==> src/rtl/sim_run_pkg.sv <==
// Shared state/reason encodings for the simulation run controller.
package sim_run_pkg;

  localparam int STATE_W  = 2;
  localparam int REASON_W = 3;

  typedef enum logic [STATE_W-1:0] {
    ST_RUN   = 2'd0,
    ST_DRAIN = 2'd1,
    ST_DONE  = 2'd2
  } run_state_e;

  typedef enum logic [REASON_W-1:0] {
    RSN_NONE    = 3'd0,
    RSN_HALT    = 3'd1,
    RSN_TIMEOUT = 3'd2,
    RSN_MON_ERR = 3'd3,
    RSN_MEM_ERR = 3'd4,
    RSN_STALL   = 3'd5
  } reason_e;

endpackage

==> src/rtl/commit_popcount.sv <==
// Combinational population count of the per-channel commit strobes.
module commit_popcount #(
  parameter int CHANNELS = 8,
  parameter int POP_W    = $clog2(CHANNELS + 1)
) (
  input  logic [CHANNELS-1:0] commit,
  output logic [POP_W-1:0]    count
);

  always_comb begin
    count = '0;
    for (int i = 0; i < CHANNELS; i++) begin
      count = count + POP_W'(commit[i]);
    end
  end

endmodule

==> src/rtl/sim_run_ctrl.sv <==
// Simulation run controller: RUN -> (DRAIN) -> DONE with cycle/commit accounting.
// Optional stall watchdog compiled in with RUN_CTRL_STALL_WDOG_EN.
module sim_run_ctrl
  import sim_run_pkg::*;
#(
  parameter int          CHANNELS     = 8,
  parameter int          CNT_W        = 64,
  parameter int unsigned DRAIN_CYCLES = 5,
  parameter int unsigned STALL_LIMIT  = 100000
) (
  input  logic                                          clk,
  input  logic                                          rst_n,
  input  logic [CHANNELS-1:0]                           halt,
  input  logic [CHANNELS-1:0]                           commit,
  input  logic                                          mon_error,
  input  logic                                          mem_error,
  input  logic [CNT_W-1:0]                              timeout_cycles,
  output logic [STATE_W-1:0]                            state,
  output logic                                          finish,
  output logic                                          fail,
  output logic [REASON_W-1:0]                           reason,
  output logic [((CHANNELS > 1) ? $clog2(CHANNELS) : 1)-1:0] halt_chan,
  output logic [CNT_W-1:0]                              cycle_count,
  output logic [CNT_W-1:0]                              commit_count
);

  localparam int HC_W    = (CHANNELS > 1) ? $clog2(CHANNELS) : 1;
  localparam int POP_W   = $clog2(CHANNELS + 1);
  localparam int DRAIN_W = (DRAIN_CYCLES > 1) ? $clog2(DRAIN_CYCLES) : 1;
  localparam logic [DRAIN_W-1:0] DRAIN_LOAD =
    (DRAIN_CYCLES > 0) ? DRAIN_W'(DRAIN_CYCLES - 1) : '0;

  run_state_e         state_q, state_d;
  reason_e            reason_q, reason_d, win;
  logic               finish_q, finish_d;
  logic               fail_q, fail_d;
  logic [HC_W-1:0]    halt_chan_q, halt_chan_d, halt_low;
  logic [DRAIN_W-1:0] drain_cnt_q, drain_cnt_d;
  logic [CNT_W-1:0]   cycle_count_q, commit_count_q;
  logic [POP_W-1:0]   pop;
  logic               armed_q;
  logic               in_run;
  logic               ev_mem, ev_mon, ev_halt, ev_tmo, ev_stall;

  commit_popcount #(
    .CHANNELS (CHANNELS),
    .POP_W    (POP_W)
  ) u_popcount (
    .commit (commit),
    .count  (pop)
  );

  // Inputs are masked during the first cycle out of reset (armed_q low).
  assign in_run  = (state_q == ST_RUN);
  assign ev_mem  = in_run && armed_q && mem_error;
  assign ev_mon  = in_run && armed_q && mon_error;
  assign ev_halt = in_run && armed_q && (|halt);
  assign ev_tmo  = in_run && (timeout_cycles != '0) &&
                   (cycle_count_q == timeout_cycles - CNT_W'(1));

`ifdef RUN_CTRL_STALL_WDOG_EN
  localparam int SW = $clog2(STALL_LIMIT + 1);

  logic [SW-1:0] stall_cnt_q;
  logic          commit_seen;

  assign commit_seen = armed_q && (|commit);
  assign ev_stall    = in_run && !commit_seen &&
                       (stall_cnt_q == SW'(STALL_LIMIT - 1));

  always_ff @(posedge clk or negedge rst_n) begin
    if (!rst_n) begin
      stall_cnt_q <= '0;
    end else if (in_run) begin
      stall_cnt_q <= commit_seen ? '0 : stall_cnt_q + SW'(1);
    end
  end
`else
  assign ev_stall = 1'b0;
`endif

  always_comb begin
    halt_low = '0;
    for (int i = CHANNELS - 1; i >= 0; i--) begin
      if (halt[i]) halt_low = HC_W'(i);
    end
  end

  always_comb begin
    win = RSN_NONE;
    if (ev_mem)        win = RSN_MEM_ERR;
    else if (ev_mon)   win = RSN_MON_ERR;
    else if (ev_halt)  win = RSN_HALT;
    else if (ev_tmo)   win = RSN_TIMEOUT;
    else if (ev_stall) win = RSN_STALL;
  end

  always_comb begin
    state_d     = state_q;
    reason_d    = reason_q;
    finish_d    = finish_q;
    fail_d      = fail_q;
    halt_chan_d = halt_chan_q;
    drain_cnt_d = drain_cnt_q;
    case (state_q)
      ST_RUN: begin
        if (win == RSN_HALT || win == RSN_TIMEOUT) begin
          state_d  = ST_DONE;
          reason_d = win;
          finish_d = 1'b1;
          fail_d   = (win != RSN_HALT);
          if (win == RSN_HALT) halt_chan_d = halt_low;
        end else if (win != RSN_NONE) begin
          reason_d = win;
          if (DRAIN_CYCLES == 0) begin
            state_d  = ST_DONE;
            finish_d = 1'b1;
            fail_d   = 1'b1;
          end else begin
            state_d     = ST_DRAIN;
            drain_cnt_d = DRAIN_LOAD;
          end
        end
      end
      ST_DRAIN: begin
        if (drain_cnt_q == '0) begin
          state_d  = ST_DONE;
          finish_d = 1'b1;
          fail_d   = 1'b1;
        end else begin
          drain_cnt_d = drain_cnt_q - DRAIN_W'(1);
        end
      end
      ST_DONE: ;
      default: state_d = ST_RUN;
    endcase
  end

  always_ff @(posedge clk or negedge rst_n) begin
    if (!rst_n) begin
      state_q        <= ST_RUN;
      reason_q       <= RSN_NONE;
      finish_q       <= 1'b0;
      fail_q         <= 1'b0;
      halt_chan_q    <= '0;
      drain_cnt_q    <= '0;
      cycle_count_q  <= '0;
      commit_count_q <= '0;
      armed_q        <= 1'b0;
    end else begin
      state_q     <= state_d;
      reason_q    <= reason_d;
      finish_q    <= finish_d;
      fail_q      <= fail_d;
      halt_chan_q <= halt_chan_d;
      drain_cnt_q <= drain_cnt_d;
      armed_q     <= 1'b1;
      if (state_q != ST_DONE) begin
        cycle_count_q <= cycle_count_q + CNT_W'(1);
        if (armed_q) commit_count_q <= commit_count_q + CNT_W'(pop);
      end
    end
  end

  assign state        = state_q;
  assign reason       = reason_q;
  assign finish       = finish_q;
  assign fail         = fail_q;
  assign halt_chan    = halt_chan_q;
  assign cycle_count  = cycle_count_q;
  assign commit_count = commit_count_q;

endmodule

==> config.mk <==
export PLATFORM = sky130hd
export DESIGN_NAME = sim_run_ctrl
export DESIGN_NICKNAME = d
export VERILOG_FILES = /design/src/rtl/sim_run_pkg.sv /design/src/rtl/commit_popcount.sv /design/src/rtl/sim_run_ctrl.sv
export SDC_FILE = /design/constraint.sdc
export NUM_CORES = 1
export LEC_CHECK = 0
export BUFFER_PORTS_ARGS = -buffer_cell sky130_fd_sc_hd__buf_4
export CORE_ASPECT_RATIO = 2
export CORE_MARGIN = 3
export CORE_UTILIZATION = 50
export CTS_CLUSTER_SIZE = 16
export DETAILED_ROUTE_END_ITERATION = 6
export PLACE_DENSITY_LB_ADDON = 0.2
export SYNTH_ARGS = -nofsm -noshare
export SYNTH_HDL_FRONTEND = slang
export SYNTH_SLANG_ARGS = --single-unit
==> constraint.sdc <==
create_clock -name clk -period 6 [get_ports clk]
set_input_delay 1.2 -clock clk [delete_from_list [all_inputs] [get_ports clk]]
set_output_delay 1.2 -clock clk [all_outputs]
set_load 0.02 [all_outputs]
# After elaboration in Yosys (flattened, before gate mapping)
# Index checks and enable logic that the tools add are counted.
# classes
addsub	11
n_eq_ne	13
muxes	27
bitwise_logic	1
reduce_logical	20
# ops
op	n
$add A64 B1 Y64 const B	1
$add A64 B4 Y64	1
$eq A64 B64 Y1	1
$reduce_bool A64 Y1	1
$sub A64 B1 Y64 const B	1
$mux W3	14
$add A4 B1 Y4	6
$mux W2	6
$reduce_and A3 Y1	3
$ne A2 B2 Y1 const B	4
$reduce_or A8 Y1	1
$logic_and A1 B1 Y1	6
$ne A3 B1 Y1 const B	2
$pmux W2 S3	1
$pmux W3 S2	1
$ne A2 B1 Y1 const B	2
$pmux W1 S2	2
$reduce_and A2 Y1	2
$reduce_and A4 Y1	1
$reduce_bool A2 Y1	2
$eq A3 B1 Y1 const B	1
$eq A3 B2 Y1 const B	1
$logic_not A3 Y1	1
$mux W1	3
8 further kinds	8
# totals
ff_bits	142

# Logic depth before layout (Yosys ltp)
# Gate-level depths: netlist of run 1.
# logic_depth
ltp_word	11
ltp_mapped	19
ltp_nobuf	18

# By module
# From an unflattened synthesis of run 1, not the netlist that was laid out.
# hier_totals
cells_unflattened	1033
hier_area_um2	9332.7
# by_module_without_submodules
module	instances	cells_per_inst	area_each_um2
sim_run_ctrl	1	1009	9142.5
commit_popcount	1	24	190.2

# Least setup slack after synthesis of run 1
# Ideal clock, no wire load.
# synth_timing
kind	input -> register
from	in commit[0]
to	reg commit_count_q[56] (netlist: commit_count[56])
setup_ps	129
arrival_ps	5489
required_ps	5871
path_slack_ps	382
stages	17
cell_sequence	ha_1 -> inv_1 -> fa_1 -> fa_1 -> fa_1 -> fa_1 -> xnor2_1 -> ha_1 -> a21o_1 -> a21oi_1 -> nor3_1 -> and4_1 -> and4_1 -> nand2_1 -> nor2_1 -> nand4_1 -> xnor2_1
# synth_via
elab_chain_len	8
# synth_lines
element	line_no	rtl
from (decl)	sim_run_ctrl.sv:14	input logic [CHANNELS-1:0] commit,
$add A1 B1 Y2	commit_popcount.sv:13	count = count + POP_W'(commit[i]);
$add A4 B1 Y4 (6 in a row)	commit_popcount.sv:13	
$add A64 B4 Y64	sim_run_ctrl.sv:160	if (armed_q) commit_count_q <= commit_count_q + CNT_W'(pop);
to (signal assigned)	sim_run_ctrl.sv:160	
to (decl)	sim_run_ctrl.sv:39	logic [CNT_W-1:0] cycle_count_q, commit_count_q;
# No other way between the ends.
# A chain may end at the register's enable or synchronous reset.

# Worst setup path after layout of run 1
# Same ends and word-level chain as after synthesis.

==> reports/metrics.cfg, run 1 <==
[setup_path]
crit_type = input pin to flip-flop
critPathMostFrequentCell = fa_1
ff2ff_path_depth = 10
path_buf_inv = 3
crit_path_start_kind = input pin
path_cells = buf_4 -> ha_1 -> inv_1 -> fa_1 -> fa_1 -> fa_1 -> fa_1 -> xnor2_1 -> ha_1 -> a21o_1 -> a21oi_1 -> nor3_1 -> and4_1 -> and4_1 -> nand2_1 -> nor2_1 -> buf_4 -> nand4_1 -> xnor2_1
path_depth = 19
crit_fanout = 10
critPathMaxStageDelay_ns = 0.49
path_delay_family = adder cells
setup.worst_path.end_class = flip-flop
arrival_ns = 5.59
r2r_setup_slack_ns = 2.16
cp.required_ns = 6.32
cpMaxStageDelayCell = fa_1

[cells_and_area]
drive_gt1_share_pct = 22.9
fin_nets = 1334
fill_cells = 1526
n_antenna_cell = 0
area_delta_synth_final_pct = 28.8

[synthesis]
ys_seq_area_share_pct = 38.7
syn-cell-area_um2 = 9190
ys_types = 64
syn-instance-count = 1002
async_reset_ff_share_pct = 100
ys_top_cells_by_count = xnor2_1 (149), dfrtp_1 (142), nand2_1 (81)
yosysMostFrequentCell = xnor2_1
synth_top_cells_by_area = dfrtp_1 (39%), xnor2_1 (14%), xor2_1 (6.6%), nand3_1 (3.8%), nand2_1 (3.3%)
yosysTopAreaCellShare_pct = 38.7
synthFlopType = dfrtp_1
synth_fp_nets = 1102
ys_ff_latch = 142
synth_edf_count = 0
yosysWarningCount = 0
yosysTopAreaCell = dfrtp_1
avgSynthCellArea_um2 = 9.17

[timing]
max_slew_margin_pct = 20.3
fin_crit_ns = 5.27
setup_tns_ns = 0
final-setup-viol-count = 0
rsz0062_at_grt = no
min_period_over_period_pct = 87.8
fmax_mhz = 190
finClkSkew_ns = 0.00861
whs_ns = 0.477
maxSlewViolCount = 0
final_hold_viol_count = 0
worst_pin_slew_ns = 1.19

[hold_path]
holdPathStages = 1
hold_class = flip-flop to flip-flop

[placement]
hpwl_um = 23600
io_buffer_count = 221
gp_congestion = 0.985

[drt]
remaining_drc_errors = 0
ant_nets = 0
drtIter0Drc = 284
wire_per_inst_um = 20.5
drt-total-wl_um = 29900
viasPerCell = 5.86
vias = 8552
drt_pass1_iterations = 5

[clock_tree]
cts-root-buf = clkbuf_16
cts_tree = done
clk_pin_slew_worst_paths_ns = 0.07
cts_resized = 0
cts_htree_levels = 4
max-clock-path-buffers = 2
insertion_delay_ns = 0.43
cts_made_buffers = 17
post_cts_buffers = 0
holdBufCountCts = 0
clkSinkCount = 142

[power]
power_density_nw_per_um2 = 273
p_leak_uw = 0.00533
ir_drop_mv = 0.233
total_power_uw = 3230

[global_routing]
grt_antenna_before_repair = 0
grt_pass1_vias = 8984
gr-total-overflow = 0
grt_max_degree = 93
grt_pass1_wl_um = 46500
track_usage_pct = 30.2

[floorplanning]
start_util_pct = 51.4
die_h_um = 198
core_um2 = 17900
row_count = 69
num_io_pins = 222
fp.dieW_um = 102
die_area_um2 = 20100

[job]
drv_cap = 0

[outcome]
status = complete, no violations

==> area by class of cell <==
class                           count  area (µm²)  share of cell area (%)
Clock buffer                       19         453                    3.83
Sequential cell                   142        3550                    30.0
Inverter                           35         131                    1.11
Tap cell                          213         267                    2.25
Timing Repair Buffer              235        1770                    14.9
Multi-Input combinational cell    803        5410                    45.7
Clock inverter                     13         249                    2.10
==> final timing paths <==
| check | start | to |
|---|---|---|
| min in group asynchronous | rst_n | commit_count[8] |
| worst min-delay path | commit_count[63] | commit_count[63] |
| max in group asynchronous | rst_n | cycle_count[50] |
| worst max register to register | state[0] | cycle_count[63] |
| worst max-delay path | commit[0] | commit_count[56] |
| worst min register to register | commit_count[63] | commit_count[63] |
==> layer usage <==
layer	vias up	global-route usage (%)	share of wire [%]
met1	4127	28.3	32
li1	4033	-	-
met3	112	6.73	4.7
met4	0	19.6	6.9
met5	-	0	0
met2	280	56.5	56
==> cells by family (layout without fill, tap and decap cells) <==
| group | after synthesis | count (layout) | share of synthesized area (%) |
|---|---|---|---|
| fa+ha+maj | 16 | 16 | 2.59 |
| other cells | 1 | 1 | 0.0408 |
| flops | 142 | 142 | 38.7 |
| xor+xnor | 218 | 218 | 20.8 |
| mux | 11 | 11 | 1.24 |
| compound gates | 89 | 89 | 6.45 |
| buf+inv | 57 | 302 | 2.42 |
| simple gates | 468 | 468 | 27.8 |
==> layout by cell type, fill, tap and decap left out, types with 4 or more instances in the layout <==
master / synthesis / final
a211oi_1: 4 / 4
a21o_1: 4 / 4
a21oi_1: 21 / 21
and2_1: 9 / 9
and3_1: 29 / 29
and4_1: 14 / 14
buf_4: 0 / 234
bufinv_16: 0 / 6
clkbuf_16: 0 / 17
dfrtp_1: 142 / 142
fa_1: 5 / 5
ha_1: 11 / 11
inv_1: 35 / 35
mux2i_1: 8 / 8
nand2_1: 81 / 81
nand3_1: 70 / 70
nand3b_1: 4 / 4
nand4_1: 39 / 39
nand4b_1: 8 / 8
nor2_1: 75 / 75
nor3_1: 44 / 44
nor3b_1: 6 / 6
nor4_1: 26 / 26
nor4b_1: 7 / 7
o21ai_0: 19 / 19
o31ai_1: 9 / 9
or2_2: 7 / 7
or3_1: 10 / 10
or4_1: 22 / 22
xnor2_1: 149 / 149
xor2_1: 69 / 69
==> report_power, final <==
| part | internal (µW) | switching [µW] | total (µW) |
|---|---|---|---|
| Combinational | 353 | 451 | 805 |
| Sequential | 1050 | 108 | 1150 |
| Clock | 816 | 453 | 1270 |
| Total | 2210 | 1010 | 3230 |
==> sequential cells by signal, indices dropped and copies added (netlist names) <==
name,count
commit_count,64
cycle_count,64
drain_cnt_q,3
halt_chan,3
reason,3
state,2
armed_q,1
fail,1
finish,1
==> through the flow <==
stage	utilization (%)	instance area, µm²	std cells	setup slack (ns)
3_5_place_dp	62.3	11100	1428	0.353
4_1_cts	66.2	11800	1460	0.725
2_1_floorplan	-	9190	1002	0.382
6_report	66.2	11800	1460	0.735
3_3_place_gp	62.3	11100	1428	0.414
5_1_grt	66.2	11800	1460	0.483
Note: power is estimated with default switching activity, not from simulation.
==> run 2: changes to the inputs <==
- CORE_UTILIZATION: 50 -> 49
- clock period: 6 -> 4.5 ns (I/O delays scaled with it)
==> reports/metrics.cfg, run 2 (synthesis gave the netlist of run 1 again) <==
[placement]
hpwl_um = 24000
gp_congestion = 0.975
placed_area_um2 = 11800
io_buffer_count = 221
dp.cells = 1504

[timing]
min_period_over_period_pct = 102
final-setup-viol-count = 22
max_slew_margin_pct = 42.3
whs_ns = 0.449
fmax_mhz = 217
setup_ws_ns = -0.109
rsz0062_at_grt = yes
final_hold_viol_count = 0
worst_pin_slew_ns = 0.858
fin_crit_ns = 4.61
maxSlewViolCount = 0
finClkSkew_ns = 0.0135

[cells_and_area]
drive_gt1_share_pct = 29.6
layout_common_cells = buf_4 (307), xnor2_1 (148), dfrtp_1 (142)
final_area_um2 = 12500
fill_cells = 1510
final_cells = 1544
area_delta_synth_final_pct = 36.2
n_antenna_cell = 0
final_common_cell = buf_4
fin_nets = 1415

[job]
drv_cap = 0

[power]
p_sw_uw = 1400
comb_power_share_pct = 29.0
ir_drop_mv = 0.308
switching_share_pct = 34.3
power_density_nw_per_um2 = 327
intPower_uw = 2690
p_leak_uw = 0.00569
p_seq_share_pct = 37.6
clockPowerShare_pct = 33.4

[setup_path]
crit_type = input pin to flip-flop
crit_path_start_kind = input pin
setup.worst_path.end_class = flip-flop
crit_fanout = 5
ff2ff_path_depth = 8
arrival_ns = 4.93
cp.required_ns = 4.82

[drt]
wire_per_inst_um = 19.5
viasPerCell = 5.77
ant_nets = 0
drt_pass1_iterations = 5
vias = 8916
drt-total-wl_um = 30200
drtIter0Drc = 338
remaining_drc_errors = 0

[clock_tree]
cts_tree = done
clkSinkCount = 142
max-clock-path-buffers = 2
cts_htree_levels = 4
insertion_delay_ns = 0.43
cts_made_buffers = 17
clk_pin_slew_worst_paths_ns = 0.07
cts-root-buf = clkbuf_16

[global_routing]
gr-total-overflow = 0
grt_pass1_wl_um = 46900
grt_max_degree = 75
grt_antenna_before_repair = 0
track_usage_pct = 29.7
grt_pass1_vias = 9204

[outcome]
status = finished, violations left
violations = negative setup slack

[floorplanning]
die_h_um = 200
num_io_pins = 222
die_area_um2 = 20500
core_um2 = 18400
row_count = 70
fp.dieW_um = 103
start_util_pct = 50.0

[hold_path]
hold_class = input pin to async pin

run 2: layer usage:
metal / wire length (µm) / vias to the layer above / track usage, %
met4: 2100 / 0 / 19.1
li1: - / 4209 / -
met1: 10200 / 4271 / 29.6
met5: 0 / - / 0
met2: 16500 / 312 / 54.8
met3: 1400 / 124 / 5.00
run 2: final cells by class:
| type | count | area (µm²) | share of cell area [%] |
|---|---|---|---|
| clock inverters | 14 | 129 | 1.03 |
| inverters | 35 | 131 | 1.05 |
| well taps | 216 | 270 | 2.16 |
| repair buffers | 315 | 2400 | 19.2 |
| clock buffers | 18 | 439 | 3.51 |
| multi-input cells | 804 | 5590 | 44.6 |
| flip-flops and latches | 142 | 3550 | 28.4 |
run 2: power groups by stage:
stage          logic (µW)  clock network [µW]  registers (µW)
2_1_floorplan         525                   0            1640
3_3_place_gp         1110                   0            1560
3_5_place_dp         1140                   0            1560
4_1_cts              1190                1390            1540
5_1_grt              1300                1450            1560
6_report             1190                1370            1540
run 2: per-stage QoR:
step / setup slack [ns] / power, µW / utilization (%) / setup TNS (ns)
after floorplan: -0.405 / 2170 / - / -8.60
after global placement: -0.615 / 2670 / 64.0 / -22.90
after detailed placement: -0.660 / 2700 / 64.0 / -25.20
after CTS: -0.0651 / 4120 / 67.7 / -0.957
after global routing: -0.251 / 4310 / 68.0 / -5.29
final: -0.109 / 4100 / 68.0 / -1.63
run 2: path summary, 6_finish.rpt:
| kind | from | end | slack (ns) |
|---|---|---|---|
| worst min-delay path | rst_n | cycle_count[37] | 0.45 |
| worst min register to register | commit_count[63] | commit_count[63] | 0.47 |
| max in group asynchronous | rst_n | commit_count[31] | 3.21 |
| min in group clk | commit_count[63] | commit_count[63] | 0.47 |
| worst max-delay path | commit[1] | commit_count[60] | -0.11 |
| worst max register to register | cycle_count[21] | cycle_count[56] | 1.15 |
run 2: repair_timing:
action,in CTS,in global routing
resized for setup,14,10
hold buffers,0,0
setup buffers,3,3
setup endpoints to repair,24,32
cloned,2,0
pin swaps,18,13
run 2: worst max-delay path, cell delays in order:
cell and delay, ns:
buf_6 0.09, ha_4 0.25, inv_2 0.03, fa_1 0.49
fa_1 0.43, fa_2 0.37, fa_2 0.36, xnor2_2 0.15
ha_1 0.30, a21o_1 0.17, a21oi_4 0.08, nor3_2 0.21
and4_1 0.25, and4_4 0.26, nand2_4 0.08, nor2_4 0.20
nand3_1 0.12, xnor2_1 0.17
